### config.mk
export PLATFORM = sky130hd
export DESIGN_NAME = me_search_ctrl
export DESIGN_NICKNAME = d
export VERILOG_FILES = /design/src/rtl/me_pkg.sv /design/src/rtl/me_cost_calc.sv /design/src/rtl/me_search_ctrl.sv
export SDC_FILE = /design/constraint.sdc
export NUM_CORES = 2
export LEC_CHECK = 0
export ABC_AREA = 1
export BUFFER_PORTS_ARGS = -buffer_cell sky130_fd_sc_hd__buf_2
export CORE_UTILIZATION = 30
export DETAILED_ROUTE_END_ITERATION = 8
export PLACE_DENSITY = 0.56
export SYNTH_ARGS = -nofsm -noshare
export SYNTH_HDL_FRONTEND = slang
export SYNTH_SLANG_ARGS = --single-unit
### constraint.sdc
create_clock -name clk -period 16.03 [get_ports clk]
set_input_delay 0.8015 -clock clk [delete_from_list [all_inputs] [get_ports clk]]
set_output_delay 0.8015 -clock clk [all_outputs]
set_load 0.01 [all_outputs]
### src/rtl/me_pkg.sv
// Shared widths, state encoding and raster-walk helper for the ME search controller.
package me_pkg;
  localparam int SAD_W    = 17;
  localparam int COST_W   = 18;
  localparam int MV_W_DEF = 6;
  localparam int CRD_W    = 8;

  typedef enum logic [1:0] {S_IDLE, S_ISSUE, S_WAIT, S_RESULT} me_state_t;

  typedef struct packed {
    logic signed [CRD_W-1:0] u;
    logic signed [CRD_W-1:0] v;
  } cand_t;

  // u sweeps -r..r, then wraps to -r and v advances; v > r means the window is exhausted.
  function automatic cand_t raster_step(input cand_t c, input logic signed [CRD_W-1:0] r);
    cand_t n;
    if (c.u < r) begin
      n.u = c.u + CRD_W'(1);
      n.v = c.v;
    end else begin
      n.u = -r;
      n.v = c.v + CRD_W'(1);
    end
    return n;
  endfunction
endpackage

### src/rtl/me_cost_calc.sv
// Candidate cost: SAD plus lambda times the MV rate estimate |du|+|dv|.
module me_cost_calc import me_pkg::*; #(
  parameter int MV_W = MV_W_DEF
) (
  input  logic signed [MV_W-1:0]   i_mv_u,
  input  logic signed [MV_W-1:0]   i_mv_v,
  input  logic signed [MV_W-1:0]   i_pmv_u,
  input  logic signed [MV_W-1:0]   i_pmv_v,
  input  logic        [7:0]        i_lambda,
  input  logic        [SAD_W-1:0]  i_sad,
  output logic        [COST_W-1:0] o_cost
);
  logic signed [MV_W:0] w_du;
  logic signed [MV_W:0] w_dv;
  logic        [MV_W:0] w_abs_u;
  logic        [MV_W:0] w_abs_v;
  logic        [7:0]    w_bits;
  logic        [15:0]   w_rate;

  // One guard bit keeps the difference exact before taking the magnitude.
  assign w_du    = {i_mv_u[MV_W-1], i_mv_u} - {i_pmv_u[MV_W-1], i_pmv_u};
  assign w_dv    = {i_mv_v[MV_W-1], i_mv_v} - {i_pmv_v[MV_W-1], i_pmv_v};
  assign w_abs_u = w_du[MV_W] ? -w_du : w_du;
  assign w_abs_v = w_dv[MV_W] ? -w_dv : w_dv;
  assign w_bits  = 8'(w_abs_u) + 8'(w_abs_v);
  assign w_rate  = 16'(i_lambda) * 16'(w_bits);
  assign o_cost  = COST_W'(i_sad) + COST_W'(w_rate);
endmodule

### src/rtl/me_search_ctrl.sv
// Full-search integer-pel ME controller: batches raster candidates onto NENG SAD engines.
// Optional ME_EARLY_TERM_EN stops the search once the best cost reaches cmd_thresh.
module me_search_ctrl import me_pkg::*; #(
  parameter int NENG  = 4,
  parameter int MAX_R = 8,
  parameter int MV_W  = MV_W_DEF
) (
  input  logic                     clk,
  input  logic                     rst_n,
  input  logic                     cmd_valid,
  output logic                     cmd_ready,
  input  logic [4:0]               cmd_radius,
  input  logic signed [MV_W-1:0]   cmd_pmv_u,
  input  logic signed [MV_W-1:0]   cmd_pmv_v,
  input  logic [7:0]               cmd_lambda,
  input  logic [COST_W-1:0]        cmd_thresh,
  output logic [NENG-1:0]          eng_start,
  output logic [NENG*MV_W-1:0]     eng_u,
  output logic [NENG*MV_W-1:0]     eng_v,
  output logic                     fetch_go,
  input  logic [NENG-1:0]          eng_done,
  input  logic [NENG*SAD_W-1:0]    eng_sad,
  output logic                     res_valid,
  input  logic                     res_ready,
  output logic signed [MV_W-1:0]   res_mv_u,
  output logic signed [MV_W-1:0]   res_mv_v,
  output logic [COST_W-1:0]        res_cost
);
  me_state_t               r_state;
  logic                    r_cmd_ready, r_fetch_go, r_res_valid, r_more;
  logic [NENG-1:0]         r_eng_start, r_active, r_sticky;
  logic signed [MV_W-1:0]  r_eng_u [NENG];
  logic signed [MV_W-1:0]  r_eng_v [NENG];
  logic [SAD_W-1:0]        r_sad   [NENG];
  logic signed [MV_W-1:0]  r_res_mv_u, r_res_mv_v, r_best_u, r_best_v, r_pmv_u, r_pmv_v;
  logic [COST_W-1:0]       r_res_cost, r_best_cost;
  logic signed [CRD_W-1:0] r_radius;
  logic [7:0]              r_lambda;
  cand_t                   r_cur;

  logic signed [CRD_W-1:0] w_cmd_r, w_gen_r;
  cand_t                   w_walk, w_next_cur;
  cand_t                   w_cand [NENG];
  logic [NENG-1:0]         w_mask;
  logic                    w_more, w_eval, w_stop, w_issue;
  logic [COST_W-1:0]       w_cost [NENG];
  logic [COST_W-1:0]       w_sel_cost;
  logic signed [MV_W-1:0]  w_sel_u, w_sel_v;

  assign w_cmd_r = (int'(cmd_radius) > MAX_R) ? CRD_W'(MAX_R) : CRD_W'(cmd_radius);

  // Next batch starts at (-R,-R) from the incoming command, else from the saved raster position.
  always_comb begin
    w_gen_r = (r_state == S_IDLE) ? w_cmd_r : r_radius;
    if (r_state == S_IDLE) begin
      w_walk.u = -w_cmd_r;
      w_walk.v = -w_cmd_r;
    end else begin
      w_walk = r_cur;
    end
    w_mask = '0;
    for (int i = 0; i < NENG; i++) begin
      w_cand[i] = w_walk;
      if (w_walk.v <= w_gen_r) begin
        w_mask[i] = 1'b1;
        w_walk    = raster_step(w_walk, w_gen_r);
      end
    end
    w_next_cur = w_walk;
    w_more     = (w_walk.v <= w_gen_r);
  end

  for (genvar g = 0; g < NENG; g++) begin : g_eng
    me_cost_calc #(.MV_W(MV_W)) u_cost (
      .i_mv_u  (r_eng_u[g]),
      .i_mv_v  (r_eng_v[g]),
      .i_pmv_u (r_pmv_u),
      .i_pmv_v (r_pmv_v),
      .i_lambda(r_lambda),
      .i_sad   (r_sad[g]),
      .o_cost  (w_cost[g])
    );
    assign eng_u[g*MV_W +: MV_W] = r_eng_u[g];
    assign eng_v[g*MV_W +: MV_W] = r_eng_v[g];
  end

  // Strict less-than scanned from engine 0 keeps the earliest raster candidate on ties.
  always_comb begin
    w_sel_cost = r_best_cost;
    w_sel_u    = r_best_u;
    w_sel_v    = r_best_v;
    for (int i = 0; i < NENG; i++) begin
      if (r_active[i] && (w_cost[i] < w_sel_cost)) begin
        w_sel_cost = w_cost[i];
        w_sel_u    = r_eng_u[i];
        w_sel_v    = r_eng_v[i];
      end
    end
  end

`ifdef ME_EARLY_TERM_EN
  logic [COST_W-1:0] r_thresh;
  assign w_stop = !r_more || (w_sel_cost <= r_thresh);
`else
  logic w_unused_thresh;
  assign w_unused_thresh = ^cmd_thresh;
  assign w_stop = !r_more;
`endif

  assign w_eval  = (r_state == S_WAIT) && (r_sticky == r_active);
  assign w_issue = ((r_state == S_IDLE) && cmd_valid) || (w_eval && !w_stop);

  always_ff @(posedge clk or negedge rst_n) begin
    if (!rst_n) begin
      r_state     <= S_IDLE;
      r_cmd_ready <= 1'b1;
      r_eng_start <= '0;
      r_fetch_go  <= 1'b0;
      r_res_valid <= 1'b0;
      r_res_mv_u  <= '0;
      r_res_mv_v  <= '0;
      r_res_cost  <= '0;
      r_radius    <= '0;
      r_pmv_u     <= '0;
      r_pmv_v     <= '0;
      r_lambda    <= '0;
      r_cur       <= '0;
      r_more      <= 1'b0;
      r_active    <= '0;
      r_sticky    <= '0;
      r_best_cost <= '1;
      r_best_u    <= '0;
      r_best_v    <= '0;
      for (int i = 0; i < NENG; i++) begin
        r_eng_u[i] <= '0;
        r_eng_v[i] <= '0;
        r_sad[i]   <= '0;
      end
`ifdef ME_EARLY_TERM_EN
      r_thresh    <= '0;
`endif
    end else begin
      r_eng_start <= '0;
      r_fetch_go  <= 1'b0;
      case (r_state)
        S_IDLE: begin
          if (cmd_valid) begin
            r_cmd_ready <= 1'b0;
            r_radius    <= w_cmd_r;
            r_pmv_u     <= cmd_pmv_u;
            r_pmv_v     <= cmd_pmv_v;
            r_lambda    <= cmd_lambda;
`ifdef ME_EARLY_TERM_EN
            r_thresh    <= cmd_thresh;
`endif
            r_best_cost <= '1;
            r_best_u    <= '0;
            r_best_v    <= '0;
            r_state     <= S_ISSUE;
          end
        end
        S_ISSUE: r_state <= S_WAIT;
        S_WAIT: begin
          if (w_eval) begin
            r_best_cost <= w_sel_cost;
            r_best_u    <= w_sel_u;
            r_best_v    <= w_sel_v;
            if (w_stop) begin
              r_res_valid <= 1'b1;
              r_res_mv_u  <= w_sel_u;
              r_res_mv_v  <= w_sel_v;
              r_res_cost  <= w_sel_cost;
              r_state     <= S_RESULT;
            end else begin
              r_state     <= S_ISSUE;
            end
          end else begin
            for (int i = 0; i < NENG; i++) begin
              if (eng_done[i] && r_active[i] && !r_sticky[i]) begin
                r_sticky[i] <= 1'b1;
                r_sad[i]    <= eng_sad[i*SAD_W +: SAD_W];
              end
            end
          end
        end
        S_RESULT: begin
          if (res_ready) begin
            r_res_valid <= 1'b0;
            r_cmd_ready <= 1'b1;
            r_state     <= S_IDLE;
          end
        end
        default: r_state <= S_IDLE;
      endcase
      // Engines left out of a partial batch keep their previous offsets.
      if (w_issue) begin
        r_eng_start <= w_mask;
        r_fetch_go  <= 1'b1;
        r_active    <= w_mask;
        r_sticky    <= '0;
        r_cur       <= w_next_cur;
        r_more      <= w_more;
        for (int i = 0; i < NENG; i++) begin
          if (w_mask[i]) begin
            r_eng_u[i] <= MV_W'(w_cand[i].u);
            r_eng_v[i] <= MV_W'(w_cand[i].v);
          end
        end
      end
    end
  end

  assign cmd_ready = r_cmd_ready;
  assign eng_start = r_eng_start;
  assign fetch_go  = r_fetch_go;
  assign res_valid = r_res_valid;
  assign res_mv_u  = r_res_mv_u;
  assign res_mv_v  = r_res_mv_v;
  assign res_cost  = r_res_cost;
endmodule

Yosys cells after proc, flatten, opt, wreduce, memory -nomap -nowiden
Cells that the tools add are included.
{"block": "op_classes", "add_sub_neg": 34, "n_lt_le_gt_ge": 14, "n_mux": 64, "n_shift": 0, "reduce_logical": 47, "n_bitwise": 2, "mul": 4, "eq_ne": 9, "div_mod_pow": 0}
{"operator": "16-bit two-way mux", "n": 9}
{"operator": "18-bit two-way mux", "n": 6}
{"operator": "17-bit by 16-bit adder with 18-bit output", "n": 4}
{"operator": "18-bit < comparator", "n": 4}
{"operator": "6-bit two-way mux", "n": 11}
{"operator": "8-bit by 2-bit adder with 8-bit output, second input constant", "n": 8}
{"operator": "8-bit by 8-bit multiplier with 16-bit output", "n": 4}
{"operator": "7-bit two-way mux", "n": 8}
{"operator": "7-bit negator", "n": 8}
{"operator": "6-bit by 6-bit subtractor with 7-bit output", "n": 8}
{"operator": "8-bit less-or-equal comparator", "n": 5}
{"operator": "18-bit one-hot mux with 2 select lines", "n": 1}
{"operator": "3-bit AND reduction", "n": 12}
{"operator": "7-bit by 7-bit adder with 8-bit output", "n": 4}
{"operator": "8-bit < comparator", "n": 4}
{"operator": "6-bit one-hot mux with 2 select lines", "n": 2}
{"operator": "4-bit two-way mux", "n": 4}
{"operator": "2-bit nonzero test", "n": 8}
{"operator": "1-bit logical AND", "n": 15}
{"operator": "1-bit two-way mux", "n": 14}
{"operator": "2-bit AND reduction", "n": 5}
{"operator": "2-bit two-way mux", "n": 4}
{"operator": "8-bit two-way mux", "n": 1}
{"operator": "2-bit inequality test, second input constant", "n": 4}
{"operator": "15 further kinds", "n": 21}
{"block": "word_totals", "memories": 0, "reg_bits": 238, "elab_cells": 209, "input_bits": 119, "mem_bits_ro": 0, "output_inout_bits": 85, "ram_bits": 0, "latch_bits": 0}

Logic depth before layout (Yosys ltp)
{"block": "depth", "depth_word": 20, "mapped_depth": 93, "ltp_nobuf": 90}

Hierarchy
A second synthesis with hierarchy kept.
{"block": "unflattened", "hier_cells": 4167, "hier_area_um2": 30468.0}
{"module": "me_search_ctrl", "cells_each": 1833, "seq_area_each_um2": 5904.4, "area_each_um2": 15050.7, "instances": 1}
{"module": "me_cost_calc at g_eng[2].u_cost", "cells_each": 589, "seq_area_each_um2": 0.0, "area_each_um2": 3872.5, "instances": 1}
{"module": "me_cost_calc at g_eng[0].u_cost", "cells_each": 582, "seq_area_each_um2": 0.0, "area_each_um2": 3849.9, "instances": 1}
{"module": "me_cost_calc at g_eng[3].u_cost", "cells_each": 580, "seq_area_each_um2": 0.0, "area_each_um2": 3848.7, "instances": 1}
{"module": "me_cost_calc at g_eng[1].u_cost", "cells_each": 583, "seq_area_each_um2": 0.0, "area_each_um2": 3846.2, "instances": 1}

Worst setup path before layout
No wires, ideal clock.
{"block": "synth_timing", "path_kind": "reg-to-reg", "from": "register r_eng_u, in the netlist eng_u[0]", "to": "register r_best_cost[11]", "path_stages_with_launch": 88, "arrival_time_ns": 13.234, "n_path_buf": 5, "path_slack_ns": 2.718, "setup_time_ns": 0.078, "t_required_ns": 15.952, "period_less_slack_ns": 13.312, "cell_sequence": "dfrtp_1 inv_1 ha_1 fa_1 inv_1 a21oi_1 o21bai_1 nand2_1 nand4_1 o21ai_0 inv_1 nor2_1 xor2_1 inv_1 ha_1 nand3_1 and2_1 inv_1 (+52 left out) nand2_1 clkbuf_1 nand2_1 o21ai_0 ha_1 a21oi_1 nor2_1 a211oi_1 o221ai_1 nand2_1 o211ai_1 a211oi_1 nand2_1 clkbuf_1 o21ai_0 nand2_1 o21ai_0 inv_1"}
{"block": "synth_via", "elab_chain_len": 20}
{"item": "from (decl)", "line": "me_search_ctrl.sv:32", "text": "logic signed [MV_W-1:0] r_eng_u [NENG];"}
{"item": "from (signal, indexed assignment)", "line": "me_search_ctrl.sv:205", "text": "r_eng_u[i] <= MV_W'(w_cand[i].u);"}
{"item": "6-bit by 6-bit subtractor with 7-bit output *", "line": "me_cost_calc.sv:21", "text": "assign w_du = {i_mv_u[MV_W-1], i_mv_u} - {i_pmv_u[MV_W-1], i_pmv_u};"}
{"item": "7-bit negator", "line": "me_cost_calc.sv:23", "text": "assign w_abs_u = w_du[MV_W] ? -w_du : w_du;"}
{"item": "7-bit two-way mux *", "line": "me_cost_calc.sv:23"}
{"item": "7-bit by 7-bit adder with 8-bit output *", "line": "me_cost_calc.sv:25", "text": "assign w_bits = 8'(w_abs_u) + 8'(w_abs_v);"}
{"item": "8-bit by 8-bit multiplier with 16-bit output *", "line": "me_cost_calc.sv:26", "text": "assign w_rate = 16'(i_lambda) * 16'(w_bits);"}
{"item": "17-bit by 16-bit adder with 18-bit output *", "line": "me_cost_calc.sv:27", "text": "assign o_cost = COST_W'(i_sad) + COST_W'(w_rate);"}
{"item": "18-bit < comparator", "line": "me_search_ctrl.sv:93", "text": "if (r_active[i] && (w_cost[i] < w_sel_cost)) begin"}
{"item": "1-bit logical AND", "line": "me_search_ctrl.sv:93"}
{"item": "(+4 left out)"}
{"item": "18-bit < comparator", "line": "me_search_ctrl.sv:93"}
{"item": "1-bit logical AND", "line": "me_search_ctrl.sv:93"}
{"item": "18-bit two-way mux *", "line": "me_search_ctrl.sv:93"}
{"item": "18-bit < comparator", "line": "me_search_ctrl.sv:93"}
{"item": "1-bit logical AND", "line": "me_search_ctrl.sv:93"}
{"item": "18-bit two-way mux *", "line": "me_search_ctrl.sv:93"}
{"item": "18-bit two-way mux *", "line": "me_search_ctrl.sv:164", "text": "if (w_eval) begin"}
{"item": "18-bit one-hot mux with 2 select lines *", "line": "me_search_ctrl.sv:145", "text": "case (r_state)"}
{"item": "to (signal assigned)", "line": "me_search_ctrl.sv:165", "text": "r_best_cost <= w_sel_cost;"}
{"item": "to (decl)", "line": "me_search_ctrl.sv:36", "text": "logic [COST_W-1:0] r_res_cost, r_best_cost;"}
Mark *: on every way between the ends. The rest lies on a longest branch, timed or not. The select of a mux whose other input is x is not followed.
A chain may end at the register's enable or synchronous reset.

Final worst setup path
{"block": "layout_timing", "from": "register r_eng_v, in the netlist eng_v[0]", "to": "register r_res_mv_u[5], in the netlist res_mv_u[5]"}
{"block": "layout_via", "elab_chain_len": 18, "elab_cells_between_ends": 21, "cone_classes": "add/sub: 4; mul: 1; order compare: 4; mux: 8; reduce/logical: 4"}
{"item": "from (decl)", "line": "me_search_ctrl.sv:33", "text": "logic signed [MV_W-1:0] r_eng_v [NENG];"}
{"item": "from (signal, indexed assignment)", "line": "me_search_ctrl.sv:206", "text": "r_eng_v[i] <= MV_W'(w_cand[i].v);"}
{"item": "6-bit by 6-bit subtractor with 7-bit output *", "line": "me_cost_calc.sv:22", "text": "assign w_dv = {i_mv_v[MV_W-1], i_mv_v} - {i_pmv_v[MV_W-1], i_pmv_v};"}
{"item": "7-bit negator", "line": "me_cost_calc.sv:24", "text": "assign w_abs_v = w_dv[MV_W] ? -w_dv : w_dv;"}
{"item": "7-bit two-way mux *", "line": "me_cost_calc.sv:24"}
{"item": "7-bit by 7-bit adder with 8-bit output *", "line": "me_cost_calc.sv:25"}
{"item": "8-bit by 8-bit multiplier with 16-bit output *", "line": "me_cost_calc.sv:26"}
{"item": "17-bit by 16-bit adder with 18-bit output *", "line": "me_cost_calc.sv:27"}
{"item": "18-bit < comparator", "line": "me_search_ctrl.sv:93"}
{"item": "1-bit logical AND", "line": "me_search_ctrl.sv:93"}
{"item": "(+2 left out)"}
{"item": "1-bit logical AND", "line": "me_search_ctrl.sv:93"}
{"item": "18-bit two-way mux", "line": "me_search_ctrl.sv:93"}
{"item": "18-bit < comparator", "line": "me_search_ctrl.sv:93"}
{"item": "1-bit logical AND", "line": "me_search_ctrl.sv:93"}
{"item": "18-bit two-way mux", "line": "me_search_ctrl.sv:93"}
{"item": "18-bit < comparator", "line": "me_search_ctrl.sv:93"}
{"item": "1-bit logical AND", "line": "me_search_ctrl.sv:93"}
{"item": "6-bit two-way mux *", "line": "me_search_ctrl.sv:93"}
{"item": "to (signal assigned)", "line": "me_search_ctrl.sv:170", "text": "r_res_mv_u <= w_sel_u;"}
{"item": "to (decl)", "line": "me_search_ctrl.sv:35", "text": "logic signed [MV_W-1:0] r_res_mv_u, r_res_mv_v, r_best_u, r_best_v, r_pmv_u, r_pmv_v;"}
Mark *: on every way between the ends. The rest lies on a longest branch, timed or not.

==> out/summary.txt <==
outcome: finished, final reports clean
CTS sink count: 235
first-pass GRT wire length: 136 mm
fmax: 0.0682 GHz
mean area per synthesized cell: 7.79 sq um
buffer and inverter count on the worst path: 15
TNS Setup: 0 ns
diode count: 0
net count after synthesis: 4294
Hold Crit Class: input port to asynchronous set/reset pin
post-DP HPWL: 74.0 mm
most frequent CP cell: inv_1
sequential cell area fraction in the yosys report: 21.0%
total CTS buffers: 31
WP depth: 79
largest net degree at the start of global routing: 65
layout cells sized above 1: 12.6%
# DRC: 0
initial antenna violation count: 6
Routed WL per cell: 18.0 um
Placer Congestion: 0.933
I/O pins: 204
CP Class: flop to flop
TritonCTS clock tree: done
largest buffer count on any clock path: 3
met1 Use GR: 25.3%
Most used DFF post-synth: dfrtp_1
Non-Filler Instances: 5034
clk root buf: clkbuf_16
Die Area: 0.0948 sq mm
final hold vios: 0
slowest cell on the critical path: fa_1
DRT antenna net count: 0
Final setup viols: 0
worst reg2reg path depth: 79
#FFs+latches synth: 235
Req. time, crit path: 16.46 ns
fin. max-slew vios: 0
vias in the first global route: 23173
Final Skew: 0.0286 ns
critical path's largest stage delay: 0.56 ns
Worst Path Max Fanout: 50
CP Launch Type: flop
Syn Inst Count: 3600
top cell type by total area after synthesis: dfrtp_1
Synth cell types: 69
area of the core: 0.0921 sq mm
Final period util: 91.5%
Overflow after GRT: 0
H-tree levels: 1
r2r setup slk: 1.36 ns
asr flop ratio synth: 100%
via count: 23977
1st-iter DRT viols: 1679
gr busiest metal: met2
Worst slew margin: 27.1%
minimum clock period after layout: 14.67 ns
Yosys Warn Count: 0
row count: 111
crit end category: flop
CP top delay family: compound AO/OA/AOI/OAI gates
main area contributors after synthesis: dfrtp_1 19%, ha_1 16%, fa_1 15%
Initial Utilization: 30.5%
placed cell count: 4974
All-Layer GR Usage: 19.0%
CP Data Arrival Time: 15.10 ns
Area Overhead vs Synth: 12.7%
Critical R2R Capture: res_mv_u[5]
clock latency on the worst-skew pair: 0.61 ns
synth cell count leaders: 732 x nand2_1, 673 x inv_1, 363 x ha_1, 283 x o21ai_0, 243 x nor2_1
Synth Cell Area: 0.0281 sq mm
Slew @ Worst Pin: 1.09 ns
DR vias/cell: 4.76
MaxCap Viol Count: 0
1st-pass router iterations: 6
final setup margin: 1.36 ns
clk slew on worst S/H paths: 0.06 ns
Die X: 308 um
grt met3 use: 2.46%
routed wire length: 90.4 mm
Post-Place Worst Slack: 0.566 ns
GRT met2 Usage: 32.7%
Port Buffer Count: 185
Core Util, Final: 34.3%
chip height: 308 um
fin nets: 4461
Post-synth EDFFs: 0
Yosys top cell area share: 19.3%
dominant cell by count in the synthesized netlist: nand2_1
RR Startpoint: eng_v[0]
==> kinds of logic (layout without fill, tap and decap cells) <==
group | after synthesis | after routing | share of synthesized area, %
and+or+nand+nor | 1172 | 1173 | 17.6
buffers and inverters | 810 | 1000 | 11.1
AOI/OAI and AO/OA | 628 | 628 | 12.8
adders and majority gates | 575 | 575 | 31.3
DFF | 235 | 235 | 21.0
xor gates and xnor gates | 148 | 148 | 4.85
muxes | 32 | 32 | 1.28
==> worst register-to-register path: cells and delay by family (launching register included) <==
kind,cells,cell delay (ns)
buf+inv,15,1.77
xor+xnor,3,0.48
flops,1,0.34
simple gates,21,2.10
fa+ha+maj,12,4.55
compound gates,28,5.26
==> cells in the final DEF, fill, tap and decap left out, types with 7 or more instances in the layout <==
cell type  synthesis  routed
inv_2             28      29
nor3_1            15      14
ha_1             363     363
buf_2              5     184
clkbuf_1          82       7
or2_2             10      10
nand2_4            8       8
o21ai_1           36      73
dfstp_2           19      19
nand4_1           21      21
o21bai_1          17      17
clkbuf_16          0      32
a21oi_2            6       7
clkbuf_8           0       8
o21ai_2           11      21
xor2_1            98      98
nand3b_1           9       9
nand2_1          732     729
o21ai_0          283     236
dfrtp_1          216     216
inv_1            673     672
nand2_2           15      19
o211ai_1          29      29
xnor2_1           43      43
nand3_2            7       8
o22ai_1           12      12
mux2_2            32      32
fa_1             212     212
buf_4              1      44
nand3_1           89      87
nor2_1           243     243
a21oi_1          180     179
==> sequential cells by signal, summed over array words and instances, names as in the netlist, 6 cells and up <==
register / flops
res_mv_v: 6
res_cost: 18
r_lambda: 8
eng_v: 24
res_mv_u: 6
r_best_v: 6
r_best_cost: 18
r_pmv_v: 6
r_pmv_u: 6
r_sad: 68
r_best_u: 6
r_cur: 16
eng_u: 24
==> per-stage QoR <==
step	hold WS (ns)	instance area [sq um]
2_1_floorplan	0.449	28100
3_3_place_gp	0.464	30500
3_5_place_dp	0.469	30500
4_1_cts	0.111	31500
5_1_grt	0.140	31600
6_report	0.133	31600
==> layer usage <==
layer  wire, um  vias up  part of all wire (%)
li1           -    11752                     -
met1      39400    11498                    44
met2      43000      600                    48
met3       5520      125                   6.1
met4       2400        2                   2.7
met5         13        -                 0.014
==> layout make-up <==
class / count / area (sq um)
timing repair buffer: 233 / 1340
fill: 9854 / 60500
sequential: 235 / 5900
clock inverter: 11 / 103
multi-input combinational: 2556 / 19100
tap: 1243 / 1560
inverter: 710 / 2690
clock buffer: 46 / 912
==> what timing repair did <==
action                     4_1_cts  5_1_grt
buffers inserted                 0        1
gates resized for setup          0       71
hold buffers                     0        0
setup endpoints to repair        0       60
==> how the worst max path moves through the flow <==
stage | from | end | slack [ns]
floorplan | eng_u[0] | r_best_cost[11] | 2.72
global placement | eng_v[0] | res_mv_u[5] | 0.68
detailed placement | eng_v[0] | res_mv_u[2] | 0.57
CTS | eng_v[0] | res_mv_u[2] | 0.47
global route | eng_u[0] | r_best_cost[12] | -0.05
finish | eng_v[0] | res_mv_u[5] | 1.36
Power is not shown: default switching activity piles up to over one toggle a cycle in this logic, so the estimate is an artifact.
